==> src/rtl/gravity_pkg.sv <==
// Shared types and default constants for gravity control.
// Used by gravity_ctrl and drop_period.
package gravity_pkg;

  localparam int DEF_BASE_TICKS = 8;
  localparam int DEF_MAX_LEVEL  = 7;
  localparam int DEF_LOCK_DELAY = 2;
  localparam int DEF_CNT_W      = 4;

  typedef enum logic [1:0] {
    IDLE      = 2'd0,
    DROP_REQ  = 2'd1,
    LOCK_WAIT = 2'd2,
    LOCK_REQ  = 2'd3
  } state_t;

endpackage

==> src/rtl/gravity_ctrl_drop_period.sv <==
// Level/soft_drop to ticks-per-drop mapping.
// Purely combinational; also usable by the level display.
module drop_period
  import gravity_pkg::*;
#(
  parameter int BASE_TICKS = DEF_BASE_TICKS,
  parameter int MAX_LEVEL  = DEF_MAX_LEVEL,
  parameter int CNT_W      = DEF_CNT_W
) (
  input  logic [3:0]       level,
  input  logic             soft_drop,
  output logic [CNT_W-1:0] period
);

  localparam int W = CNT_W + 1;

  logic [3:0] lvl;
  logic [W-1:0] base;
  logic [W-1:0] lvl_w;
  logic [W-1:0] diff;

  // Clamp level, subtract from base, floor at one tick.
  always_comb begin
    lvl   = (level > 4'(MAX_LEVEL)) ? 4'(MAX_LEVEL) : level;
    base  = W'(BASE_TICKS);
    lvl_w = W'(lvl);
    diff  = (base > lvl_w) ? (base - lvl_w) : '0;
    if (soft_drop || diff == '0)
      period = CNT_W'(1);
    else
      period = diff[CNT_W-1:0];
  end

endmodule

==> src/rtl/gravity_ctrl.sv <==
// Gravity controller: divides game ticks into drop requests,
// runs lock delay on blocked drops, then requests a lock.
module gravity_ctrl
  import gravity_pkg::*;
#(
  parameter int BASE_TICKS = DEF_BASE_TICKS,
  parameter int MAX_LEVEL  = DEF_MAX_LEVEL,
  parameter int LOCK_DELAY = DEF_LOCK_DELAY,
  parameter int CNT_W      = DEF_CNT_W
) (
  input  logic       clk,
  input  logic       rst,
  input  logic       pause,
  input  logic       game_tick,
  input  logic       soft_drop,
  input  logic [3:0] level,
  output logic       drop_req,
  input  logic       drop_ack,
  input  logic       drop_ok,
  output logic       lock_req,
  input  logic       lock_ack,
  output logic       overrun,
  output logic [7:0] drops
);

  state_t state;
  state_t state_nxt;

  logic [CNT_W-1:0] div_cnt;
  logic [CNT_W-1:0] div_nxt;
  logic [CNT_W-1:0] lock_cnt;
  logic [CNT_W-1:0] lock_nxt;
  logic [CNT_W-1:0] period;
  logic [CNT_W:0]   div_inc;
  logic [CNT_W:0]   lock_inc;
  logic [7:0]       drops_nxt;
  logic             overrun_nxt;
  logic             tick_v;

  drop_period #(
    .BASE_TICKS (BASE_TICKS),
    .MAX_LEVEL  (MAX_LEVEL),
    .CNT_W      (CNT_W)
  ) u_period (
    .level     (level),
    .soft_drop (soft_drop),
    .period    (period)
  );

  assign tick_v   = game_tick & ~pause;
  assign div_inc  = {1'b0, div_cnt} + (CNT_W+1)'(1);
  assign lock_inc = {1'b0, lock_cnt} + (CNT_W+1)'(1);

  // Next-state, counter and sticky-flag logic.
  always_comb begin
    state_nxt   = state;
    div_nxt     = div_cnt;
    lock_nxt    = lock_cnt;
    drops_nxt   = drops;
    overrun_nxt = overrun;
    unique case (state)
      IDLE: begin
        if (tick_v) begin
          if (div_inc >= {1'b0, period}) begin
            div_nxt   = '0;
            state_nxt = DROP_REQ;
          end else begin
            div_nxt = div_inc[CNT_W-1:0];
          end
        end
      end
      DROP_REQ: begin
        if (tick_v)
          overrun_nxt = 1'b1;
        if (drop_ack) begin
          if (drop_ok) begin
            drops_nxt = drops + 8'd1;
            state_nxt = IDLE;
          end else begin
            lock_nxt  = '0;
            state_nxt = LOCK_WAIT;
          end
        end
      end
      LOCK_WAIT: begin
        if (tick_v) begin
          lock_nxt = lock_inc[CNT_W-1:0];
          if (lock_inc == (CNT_W+1)'(LOCK_DELAY))
            state_nxt = LOCK_REQ;
        end
      end
      LOCK_REQ: begin
        if (tick_v)
          overrun_nxt = 1'b1;
        if (lock_ack) begin
          div_nxt   = '0;
          state_nxt = IDLE;
        end
      end
      default: state_nxt = IDLE;
    endcase
  end

  // State, counters and registered request outputs.
  always_ff @(posedge clk) begin
    if (rst) begin
      state    <= IDLE;
      div_cnt  <= '0;
      lock_cnt <= '0;
      drops    <= '0;
      overrun  <= 1'b0;
      drop_req <= 1'b0;
      lock_req <= 1'b0;
    end else begin
      state    <= state_nxt;
      div_cnt  <= div_nxt;
      lock_cnt <= lock_nxt;
      drops    <= drops_nxt;
      overrun  <= overrun_nxt;
      drop_req <= (state_nxt == DROP_REQ);
      lock_req <= (state_nxt == LOCK_REQ);
    end
  end

endmodule
==> config.mk <==
export PLATFORM = sky130hd
export DESIGN_NAME = gravity_ctrl
export DESIGN_NICKNAME = d
export VERILOG_FILES = /design/src/rtl/gravity_pkg.sv /design/src/rtl/gravity_ctrl_drop_period.sv /design/src/rtl/gravity_ctrl.sv
export SDC_FILE = /design/constraint.sdc
export NUM_CORES = 1
export LEC_CHECK = 0
export BUFFER_PORTS_ARGS = -buffer_cell sky130_fd_sc_hd__buf_2
export CAP_MARGIN = 20
export CORE_MARGIN = 5
export CORE_UTILIZATION = 40
export DETAILED_ROUTE_END_ITERATION = 16
export HOLD_SLACK_MARGIN = 0.08
export SETUP_SLACK_MARGIN = 0.4
export SYNTH_ARGS = -nofsm -noshare
export SYNTH_HDL_FRONTEND = slang
export SYNTH_HIERARCHICAL = 1
export SYNTH_SLANG_ARGS = --single-unit
==> constraint.sdc <==
create_clock -name clk -period 2.75 [get_ports clk]
set_clock_uncertainty 0.15 [all_clocks]
set_input_delay 0.55 -clock clk [delete_from_list [all_inputs] [get_ports clk]]
set_output_delay 0.55 -clock clk [all_outputs]
set_load 0.01 [all_outputs]
Word level (Yosys, flattened, before mapping)
Index checks and enable logic that the tools add are counted.
{ "classes": {"reduce_logical": 10, "mux": 19, "order_cmp": 3, "n_addsub": 4, "bitwise": 2, "eq_ne": 11} }
{ "ops": {"columns": ["op", "n"], "rows": [
  ["two-way mux 4 bit", 8],
  ["case mux 4 bit (2 select lines)", 2],
  ["two-way mux 2 bit", 7],
  ["adder 4 x 1 -> 5 bit, second input constant", 2],
  ["!= test 2 bit, second input constant", 5],
  ["adder 8 x 1 -> 8 bit, second input constant", 1],
  ["case mux 2 bit (4 select lines)", 1],
  ["equality test 2 bit, second input constant", 3],
  ["AND reduction 3 bit", 2],
  ["equality test 5 x 2 -> 1 bit, second input constant", 1],
  ["greater-or-equal comparator 5 x 4 -> 1 bit", 1],
  ["logical NOT 5 bit", 1],
  ["two-way mux 5 bit", 1],
  ["subtractor 4 x 4 -> 5 bit, first input constant", 1],
  ["equality test 2 x 1 -> 1 bit, second input constant", 2],
  ["> comparator 4 x 3 -> 1 bit, second input constant", 1],
  ["> comparator 4 bit, first input constant", 1],
  ["AND reduction 4 bit", 1],
  ["nonzero test 2 bit", 2],
  ["logical NOT 2 bit", 1],
  ["AND reduction 2 bit", 1],
  ["OR reduction 2 bit", 1],
  ["bitwise AND 1 bit", 1],
  ["logical OR 1 bit", 1],
  ["inverter 1 bit", 1]
]} }
{ "word_totals": {"in_bits": 12, "regBits": 21, "output_inout_bits": 11} }

Longest topological paths before layout
Gate-level depths: netlist of run 1.
{ "logic_depth": {"depth_word": 12, "ltp_mapped": 10} }

Hierarchy
Netlist of run 1, hierarchy kept.
{ "modules_own_cells": {"columns": ["mod", "area_each_um2", "n_inst", "seq_area_each_um2", "cells_per_inst"], "rows": [
  ["gravity_ctrl", 1046.0, 1, 420.4, 118],
  ["drop_period", 77.6, 1, 0.0, 12]
]} }

Worst setup path before layout of run 1
OpenSTA, ideal clock, no wires.
{ "synth_path": {"path_kind": "input port to flip-flop", "startpoint": "input port level[1]", "endpoint": "register lock_req", "path_stages": 10, "setup_slack_ps": 223, "arrival_time_ps": 2247, "required_ps": 2469, "n_path_buf": 0, "path_cell_list": "nor2_1 > ha_1 > or3_1 > a21oi_1 > inv_1 > ha_1 > o21ai_0 > o21ai_0 > a221oi_2 > nor3_1"} }
{ "synth_via": {"elab_chain_len": 12, "word_cells_on_any_way": 13, "classes_between": "add/sub (1); order compare (3); eq/ne (1); mux (6); reduce/logical (2)"} }
{ "synth_lines": {"columns": ["item", "line_no", "text"], "rows": [
  ["start, declared", "gravity_ctrl.sv:16", "input logic [3:0] level,"],
  ["> comparator 4 x 3 -> 1 bit", "gravity_ctrl_drop_period.sv:24", "lvl = (level > 4'(MAX_LEVEL)) ? 4'(MAX_LEVEL) : level;"],
  ["two-way mux 4 bit *", "gravity_ctrl_drop_period.sv:24", null],
  ["subtractor 4 x 4 -> 5 bit or > comparator 4 bit (tied branches)", "gravity_ctrl_drop_period.sv:27", "diff = (base > lvl_w) ? (base - lvl_w) : '0;"],
  ["two-way mux 5 bit *", "gravity_ctrl_drop_period.sv:27", null],
  ["logical NOT 5 bit", "gravity_ctrl_drop_period.sv:28", "if (soft_drop || diff == '0)"],
  ["logical OR 1 bit", "gravity_ctrl_drop_period.sv:28", null],
  ["two-way mux 4 bit *", "gravity_ctrl_drop_period.sv:28", null],
  ["via period[2]", "gravity_ctrl.sv:33", "logic [CNT_W-1:0] period;"],
  ["greater-or-equal comparator 5 x 4 -> 1 bit *", "gravity_ctrl.sv:64", "if (div_inc >= {1'b0, period}) begin"],
  ["two-way mux 2 bit *", "gravity_ctrl.sv:64", null],
  ["two-way mux 2 bit *", "gravity_ctrl.sv:63", "if (tick_v) begin"],
  ["case mux 2 bit (4 select lines) *", "gravity_ctrl.sv:61", "unique case (state)"],
  ["equality test 2 bit *", "gravity_ctrl.sv:121", "lock_req <= (state_nxt == LOCK_REQ);"],
  ["end signal, assigned", "gravity_ctrl.sv:121", null],
  ["end, declared", "gravity_ctrl.sv:20", "output logic lock_req,"]
]} }
Mark *: on every way through the listed nets, which the timed path passes. The rest lies on a longest branch.
A chain may end at the register's enable or synchronous reset.

Final worst setup path of run 1
{ "layout_path": {"startpoint": "input port level[3]", "endpoint": "register drop_req"} }
{ "layout_via": {"elab_chain_len": 12, "word_cells_on_any_way": 13, "classes_between": "add/sub (1); order compare (3); eq/ne (1); mux (6); reduce/logical (2)"} }
{ "layout_lines": {"columns": ["item", "line_no", "text"], "rows": [
  ["> comparator 4 x 3 -> 1 bit", "gravity_ctrl_drop_period.sv:24", null],
  ["two-way mux 4 bit *", "gravity_ctrl_drop_period.sv:24", null],
  ["subtractor 4 x 4 -> 5 bit or > comparator 4 bit (tied branches)", "gravity_ctrl_drop_period.sv:27", null],
  ["two-way mux 5 bit *", "gravity_ctrl_drop_period.sv:27", null],
  ["logical NOT 5 bit", "gravity_ctrl_drop_period.sv:28", null],
  ["logical OR 1 bit", "gravity_ctrl_drop_period.sv:28", null],
  ["two-way mux 4 bit *", "gravity_ctrl_drop_period.sv:28", null],
  ["via period[2]", "gravity_ctrl.sv:33", null],
  ["greater-or-equal comparator 5 x 4 -> 1 bit *", "gravity_ctrl.sv:64", null],
  ["two-way mux 2 bit *", "gravity_ctrl.sv:64", null],
  ["two-way mux 2 bit *", "gravity_ctrl.sv:63", null],
  ["case mux 2 bit (4 select lines) *", "gravity_ctrl.sv:61", null],
  ["equality test 2 x 1 -> 1 bit *", "gravity_ctrl.sv:120", "drop_req <= (state_nxt == DROP_REQ);"],
  ["end signal, assigned", "gravity_ctrl.sv:120", null],
  ["end, declared", "gravity_ctrl.sv:17", "output logic drop_req,"]
]} }
Marked as above.

==> impl_metrics.ini, run 1 <==
[power]
power_density_nw_per_um2 = 389.6
pwr-share-seq_pct = 59.6
power_w = 0.0005264
pwr-share-clk_pct = 27.3
vdd_ir_drop_max_v = 0.0003358
pwr-share-comb_pct = 13.2
p_leak_nw = 0.5748
swShare_pct = 24.90
p_int_w = 0.0003954
p_switching_w = 0.0001311

[clock_tree]
clock_path_buffers = 2
clkSlewWorstSetupHoldPaths_ps = 120
cts_tree = yes
htreeDepth = 1
root_buffer = clkbuf_4
postCtsHoldBufs = 0
cts_buffers = 3
insertion_delay_ps = 300
clock-sinks = 21

[die]
fp.dieH_um = 63
fp.dieArea_um2 = 3969
core_um2 = 2734
boundaryPins = 23
fp-row-count = 19
die_x_um = 63
initial_core_util_pct = 41.10

[detailed_routing]
drc = 0
antenna_left = 0
vias_per_cell = 5.146
dr.first_iter.drc_count = 39
dr.pass1.iters = 4
wirelength_um = 2299
wl_per_cell_um = 12.43
vias = 952

[grt]
grt_max_degree = 20
grt.total_usage_pct = 12.42
grt_pass1_vias = 949
antenna_found_initial = 0
grt_pass1_wl_um = 4119
grt_overflow_total = 0

[cells_and_area]
fill_cells = 261
layout-drive-gt1-share_pct = 24.68
final_common_cell = nor2_1
regArea_um2 = 420.4
fin_nets = 177
areaGrowthSynthToFinish_pct = 20.27
layout_common_cells = nor2_1, dfxtp_1, buf_2
n_antenna_cell = 0
multiInputGateArea_um2 = 719.4

[timing]
fmax_mhz = 437.8
hold_violations = 0
setup_viol = 0
period_minus_slack_ps = 2284
finalCritPeriodShare_pct = 83.05
tns_ps = 0
rsz0062_at_grt = false
hold_slack_ps = 353.4
max_slew_margin_pct = 66.66
worst_pin_slew_ps = 499.1
maxSlewViolCount = 0

[worst_setup_path]
cp.arrival_ps = 2330
r2r_slack_ps = 630
crit_required_ps = 2790
crit_chain = buf_4 > nor2_2 > ha_2 > or3_1 > a21oi_1 > inv_1 > ha_4 > a211oi_4 > o21ai_2 > a221oi_4 > nor3b_2
rr_endpoint = drop_req$_SDFF_PP0_
cp-start-kind = input pin
cpPeakStageDelay_ps = 310
crit_type = in2reg
crit_slowest_cell = or3_1
reg2reg_depth = 8
cp_max_fo = 6
regToRegStartpoint = div_cnt[0]$_SDFFE_PP0P_
cp-end-kind = flip-flop

[worst_hold_path]
min_path_type = reg2reg
holdPathStages = 2
worstHoldStart = overrun$_SDFFE_PP0P_
hold_path_end = overrun$_SDFFE_PP0P_

[logic_synthesis]
synth.net_count = 152
yosys.cell_types.count = 36
syn_avg_cell_area_um2 = 8.643
ys_ff_latch = 21
seq_area_frac_synth_pct = 37.42
syn_inst = 130
syn_area_um2 = 1124
yosys_warnings = 6

[run]
cap_violations = 0

[placement]
place_congestion = 0.8109
port_buffers = 22
dpl.hpwl_um = 1771

[run_status]
status = finished, final reports clean
cells by family after synthesis:
group	synth area share (%)
other	0.3338
DFF	37.42
adders and majority gates	11.14
AOI/OAI and AO/OA	12.69
xor gates and xnor gates	7.015
buffers and inverters	3.341
muxes	1.782
and+or+nand+nor	26.28
critical path, delay by kind of cell:
family,cells,cell delay (ps)
compound gates,4,810
simple gates,3,420
buf+inv,2,200
fa+ha+maj,2,350
worst max path at each step:
| stage | slack (ps) | startpoint | to |
|---|---|---|---|
| 2_1_floorplan | 400 | level[0] | drop_req$_SDFF_PP0_ |
| 6_report | 470 | level[3] | drop_req$_SDFF_PP0_ |
| 3_3_place_gp | 180 | level[3] | drop_req$_SDFF_PP0_ |
| 4_1_cts | 440 | level[3] | drop_req$_SDFF_PP0_ |
| 3_5_place_dp | 100 | level[3] | drop_req$_SDFF_PP0_ |
| 5_1_grt | 380 | level[3] | drop_req$_SDFF_PP0_ |
state kept, by name (all words and copies together) (netlist names):
signal and count:
div_cnt 4, overrun 1, drops 8, drop_req 1, state 2, lock_req 1, lock_cnt 4
Yosys cell counts:
cell	count	area, um^2
o21ai_0	7	35.03
xor2_1	5	43.79
nand2b_1	4	25.02
nor3_1	2	10.01
a2111oi_2	1	15.01
and4_4	1	11.26
nand2_1	5	18.77
and2_2	1	7.510
ha_1	10	125.1
a21o_1	1	7.510
a31oi_1	2	12.51
or2_0	1	6.260
a22oi_1	1	7.510
nor3b_1	3	22.52
nand3_1	5	25.02
nand4_1	2	12.51
nor2b_1	2	12.51
nor4_1	1	6.260
and3b_1	1	8.760
buf_4	1	7.510
mux2i_1	2	20.02
conb_1	1	3.750
a22o_1	2	17.52
inv_1	6	22.52
a211oi_1	1	7.510
nor2_1	23	86.33
and3_1	1	6.260
a221oi_2	1	15.01
and2_1	1	6.260
or3_1	2	12.51
xnor2_1	4	35.03
dfxtp_1	21	420.4
and4b_1	1	10.01
a21oi_1	5	25.02
clkbuf_1	2	7.510
nand3b_1	1	7.510
layout make-up:
cell class                 instances  share of cell area (%)
multi-input combinational        100                   53.24
sequential                        21                   31.11
timing repair buffer              23                   9.074
tap                               31                   2.870
clock buffer                       3                   1.667
inverter                           6                   1.667
clock inverter                     1                  0.3704
power by group through the flow:
stage / registers, W / logic [W] / clock network [W]
4_1_cts: 0.000313 / 0.0000557 / 0.000154
6_report: 0.000314 / 0.0000693 / 0.000144
5_1_grt: 0.000315 / 0.0000781 / 0.000170
3_3_place_gp: 0.000320 / 0.0000529 / 0
3_5_place_dp: 0.000320 / 0.0000551 / 0
2_1_floorplan: 0.000320 / 0.0000350 / 0
metrics by stage:
step / cells / instance area, um^2 / setup slack, ps / utilization, %
6_report: 185 / 1351 / 466.1 / 49.43
5_1_grt: 185 / 1351 / 383.2 / 49.43
4_1_cts: 184 / 1295 / 436.5 / 47.37
3_5_place_dp: 180 / 1267 / 104.4 / 46.36
3_3_place_gp: 180 / 1267 / 179.8 / 46.36
2_1_floorplan: 130 / 1134 / 402.0 / -
metal layers:
| layer | track usage, % | up-vias | routed length [um] |
|---|---|---|---|
| li1 | - | 497 | - |
| met1 | 15.02 | 440 | 1058 |
| met2 | 21.15 | 13 | 1160 |
| met3 | 4.317 | 2 | 67 |
| met4 | 2.387 | 0 | 13 |
| met5 | 0 | - | 0 |
what timing repair did:
item | in CTS | in global routing
buffers inserted | 0 | 1
endpoints found under the setup margin | 0 | 7
hold endpoints to repair | 0 | 0
gates resized for setup | 0 | 9
(Power assumes the default switching activity.)
==> run 2, diff against run 1 <==
==> constraint.sdc (replaced) <==
create_clock -name clk -period 1.84 [get_ports clk]
set_clock_uncertainty 0.15 [all_clocks]
set_input_delay 0.368 -clock clk [delete_from_list [all_inputs] [get_ports clk]]
set_output_delay 0.368 -clock clk [all_outputs]
set_load 0.01 [all_outputs]
==> impl_metrics.ini, run 2 (synthesis gave the netlist of run 1 again) <==
[run_status]
status = complete, but fails checks
violations = negative setup slack

[worst_setup_path]
crit_required_ps = 1890
crit_chain = buf_8 > nor2_4 > ha_2 > or3_1 > a21oi_1 > inv_1 > ha_4 > a211oi_4 > o21ai_4 > a221oi_4 > nor3b_1
cp-end-kind = flip-flop
reg2reg_depth = 6
crit_type = in2reg
regToRegStartpoint = div_cnt[1]$_SDFFE_PP0P_
cp-start-kind = input pin
crit_family = compound AO/OA/AOI/OAI gates
crit_slowest_cell = or3_1
cp_max_fo = 5
crit_cells = 11
crit_buf_inv = 2
cp.arrival_ps = 2060
startpoint = level[3]
cpPeakStageDelay_ps = 300

[timing]
maxSlewViolCount = 0
finalCritPeriodShare_pct = 109.5
fmax_mhz = 496.5
rsz0062_at_grt = true
hold_slack_ps = 184.0
period_minus_slack_ps = 2014
fin_ws_ps = -174.3
hold_violations = 0
setup_viol = 7
tns_ps = -1060

[die]
initial_core_util_pct = 41.10
core_um2 = 2734
fp-row-count = 19
die_x_um = 63
fp.dieH_um = 63
boundaryPins = 23
fp.dieArea_um2 = 3969

[detailed_routing]
drc = 0
wirelength_um = 2585
vias_per_cell = 5.135
dr.first_iter.drc_count = 67
antenna_left = 0
wl_per_cell_um = 12.93
vias = 1027
dr.pass1.iters = 4

[clock_tree]
clkSlewWorstSetupHoldPaths_ps = 130
postCtsHoldBufs = 0
insertion_delay_ps = 310
htreeDepth = 1
cts_tree = yes
cts_buffers = 3
clock_path_buffers = 2
clock-sinks = 21
root_buffer = clkbuf_4

[cells_and_area]
final_util_pct = 57.85
largest-register = drops
fill_cells = 231
reg_top3 = drops: 8 flops, div_cnt: 4 flops, lock_cnt: 4 flops
areaGrowthSynthToFinish_pct = 40.76
largest_reg_flops = 8
layout-drive-gt1-share_pct = 40.24
fin_nets = 192
layout_common_cells = nor2_1, buf_2, dfxtp_1
n_antenna_cell = 0
final_common_cell = nor2_1

[worst_hold_path]
min_path_type = in2reg
worstHoldStart = game_tick
holdPathStages = 3

[grt]
grt_max_degree = 18
globalRoute.busiestLayer = met2
grt_pass1_wl_um = 4491
grt_pass1_vias = 1049
grt.total_usage_pct = 13.81
met1_usage_pct = 15.94
grtUsageMet3_pct = 2.878
use_met2_pct = 23.97
antenna_found_initial = 0
grt_overflow_total = 0

[placement]
dpl.hpwl_um = 1957
place_congestion = 0.8397
port_buffers = 22

[run]
cap_violations = 0

[power]
power_density_nw_per_um2 = 534.1
power_w = 0.0008447
p_leak_nw = 0.6733
vdd_ir_drop_max_v = 0.0003601
==> run 2: cell types whose count changed in the layout (fill, tap and decap cells not counted), sizes merged <==
cell,previous run,this run
buf,23,38
==> run 2: worst register-to-register path: cells and delay by family, from the launching register on <==
family	cells	cell delay (ps)
AOI/OAI and AO/OA	3	680
DFF	1	360
adders and majority gates	2	590
and+or+nand+nor	1	80
==> run 2: what timing repair did <==
action	4_1_cts	5_1_grt
resized for setup	16	18
buffers inserted	1	0
pin swaps	8	8
endpoints found under the setup margin	13	16
==> run 2: final timing paths <==
kind / end / slack [ps]
setup / recovery: drop_req$_SDFF_PP0_ / -170
hold / removal: overrun$_SDFFE_PP0P_ / 180
setup reg to reg: drop_req$_SDFF_PP0_ / -130
hold reg to reg: overrun$_SDFFE_PP0P_ / 350
==> run 2: area by class of cell <==
type | count | area, um^2 | share of cell area [%]
sequential | 21 | 427.9 | 27.06
timing repair buffer | 38 | 260.3 | 16.46
multi-input combinational | 100 | 804.5 | 50.87
tap | 31 | 38.79 | 2.453
inverter | 6 | 22.52 | 1.424
clock buffer | 3 | 22.52 | 1.424
clock inverter | 1 | 5.005 | 0.3165
==> run 2: routing by layer <==
| layer | part of all wire, % | vias to the layer above |
|---|---|---|
| met5 | 0 | - |
| met4 | 1.5 | 0 |
| met3 | 4.1 | 6 |
| met2 | 50 | 21 |
| met1 | 44 | 473 |
| li1 | - | 527 |
==> run 2: metrics by stage <==
| step | instances | instance area, um^2 | setup WS [ps] |
|---|---|---|---|
| 2_1_floorplan | 130 | 1141 | -320.2 |
| 3_3_place_gp | 195 | 1388 | -573.3 |
| 3_5_place_dp | 195 | 1388 | -601.1 |
| 4_1_cts | 200 | 1490 | -240.9 |
| 5_1_grt | 200 | 1582 | -236.1 |
| 6_report | 200 | 1582 | -174.3 |
==> run 2: power breakdown <==
group          leakage, nW  total [W]  switching [W]  internal [W]
clock               0.0177   0.000232       0.000150     0.0000812
combinational        0.484   0.000146      0.0000703     0.0000759
sequential           0.172   0.000467     0.00000613      0.000461
total                0.673   0.000845       0.000227      0.000618
==> run 3, diff against run 2 <==
--- a/config.mk
+++ b/config.mk
@@ -7,6 +7,7 @@
 export LEC_CHECK = 0
 export BUFFER_PORTS_ARGS = -buffer_cell sky130_fd_sc_hd__buf_2
 export CAP_MARGIN = 20
+export CORE_ASPECT_RATIO = 2
 export CORE_MARGIN = 5
 export CORE_UTILIZATION = 40
 export DETAILED_ROUTE_END_ITERATION = 16
==> impl_metrics.ini, run 3 (synthesis gave the netlist of run 1 again) <==
[detailed_routing]
vias = 1017
dr.pass1.iters = 4
dr.first_iter.drc_count = 9
vias_per_cell = 5.189
antenna_left = 0
wl_per_cell_um = 13.44
drc = 0
wirelength_um = 2635

[die]
initial_core_util_pct = 41.06
fp-row-count = 27
fp.dieH_um = 84.95
die_x_um = 47.48
fp.dieArea_um2 = 4033
core_um2 = 2736
boundaryPins = 23

[timing]
tns_ps = -1108
period_minus_slack_ps = 2061
rsz0062_at_grt = true
fmax_mhz = 485.3
setup_viol = 7
hold_violations = 0
finalCritPeriodShare_pct = 112.0
fin_ws_ps = -220.6
maxSlewViolCount = 0

[clock_tree]
clock-sinks = 21
htreeDepth = 1
clkSlewWorstSetupHoldPaths_ps = 70
postCtsHoldBufs = 0
insertion_delay_ps = 260
clock_path_buffers = 2
root_buffer = clkbuf_8
cts_tree = yes
cts_buffers = 3

[power]
vdd_ir_drop_max_v = 0.0004279
p_leak_nw = 0.6679
power_w = 0.0008981
power_density_nw_per_um2 = 573.8

[placement]
place_congestion = 0.8473
port_buffers = 22
placed_cells = 192
dpl.hpwl_um = 1981

[cells_and_area]
reg_top3 = drops: 8 flops, div_cnt: 4 flops, lock_cnt: 4 flops
final_common_cell = nor2_1
layout_common_cells = nor2_1, dfxtp_1, buf_2
areaGrowthSynthToFinish_pct = 39.31
fin_nets = 190
layout-drive-gt1-share_pct = 40.72
n_antenna_cell = 0
largest-register = drops
largest_reg_flops = 8
final_util_pct = 57.20
fin_cells = 196

[worst_setup_path]
cp-end-kind = flip-flop
crit_slowest_cell = or3_4
r2r_slack_ps = -120
cp_max_fo = 3
crit_type = in2reg
crit_chain = buf_8 > nor2_4 > ha_2 > or3_4 > a21oi_2 > inv_2 > ha_4 > a211oi_4 > o21ai_2 > a221oi_2 > nor3_1
reg2reg_depth = 6
regToRegStartpoint = div_cnt[0]$_SDFFE_PP0P_
crit_buf_inv = 2
cp.arrival_ps = 2050
cp-start-kind = input pin
cpPeakStageDelay_ps = 330
startpoint = level[0]
crit_family = compound AO/OA/AOI/OAI gates
crit_required_ps = 1830
rr_endpoint = lock_req$_SDFF_PP0_

[worst_hold_path]
hold_path_end = lock_req$_SDFF_PP0_
worstHoldStart = rst
min_path_type = in2reg
holdPathStages = 2

[run_status]
status = complete, but fails checks
violations = negative setup slack

[grt]
grt_max_degree = 17
grt_pass1_vias = 1032
grt.total_usage_pct = 14.09
grt_pass1_wl_um = 4215
grt_overflow_total = 0
antenna_found_initial = 0

[run]
cap_violations = 0
[run 3: repair_timing]
| item | in CTS | in global routing |
|---|---|---|
| buffers inserted | 0 | 0 |
| endpoints found under the setup margin | 14 | 14 |
| pin swaps | 6 | 8 |
| endpoints found under the hold margin | 0 | 0 |
| resized for setup | 25 | 7 |
[run 3: final cells by class]
cell class	count	area, um^2
Inverter	6	22.52
Sequential cell	21	421.7
Timing Repair Buffer	36	241.5
Multi-Input combinational cell	100	797.0
Tap cell	29	36.28
Fill cell	249	1171
Clock inverter	1	5.005
Clock buffer	3	41.29
[run 3: how the worst max path moves through the flow]
stage,to,slack [ps],cells past startpoint
5_1_grt,drop_req$_SDFF_PP0_,-260,11
6_report,lock_req$_SDFF_PP0_,-220,11
3_3_place_gp,drop_req$_SDFF_PP0_,-580,11
4_1_cts,drop_req$_SDFF_PP0_,-180,11
3_5_place_dp,lock_req$_SDFF_PP0_,-620,11
2_1_floorplan,drop_req$_SDFF_PP0_,-320,10
[run 3: layer usage]
layer	global-route usage [%]	share of wire, %	wire length (um)
met1	14.17	38	1011
met2	26.28	56	1485
met4	5.290	1.1	29
met3	2.123	4.1	107
met5	0	0	0
[run 3: where the power goes]
group	total, W	switching (W)	internal [W]	leakage (nW)
registers	0.000466	0.00000541	0.000461	0.170
logic	0.000136	0.0000662	0.0000701	0.473
clock network	0.000296	0.000145	0.000151	0.0255
total	0.000898	0.000217	0.000682	0.668
[run 3: metrics by stage]
step / instance area (um^2) / hold WS (ps) / worst slack (ps)
5_1_grt: 1565 / 164.2 / -255.8
6_report: 1565 / 175.9 / -220.6
3_5_place_dp: 1378 / 303.7 / -618.1
3_3_place_gp: 1378 / 291.6 / -577.1
2_1_floorplan: 1141 / 318.9 / -320.2
4_1_cts: 1539 / 173.1 / -182.7
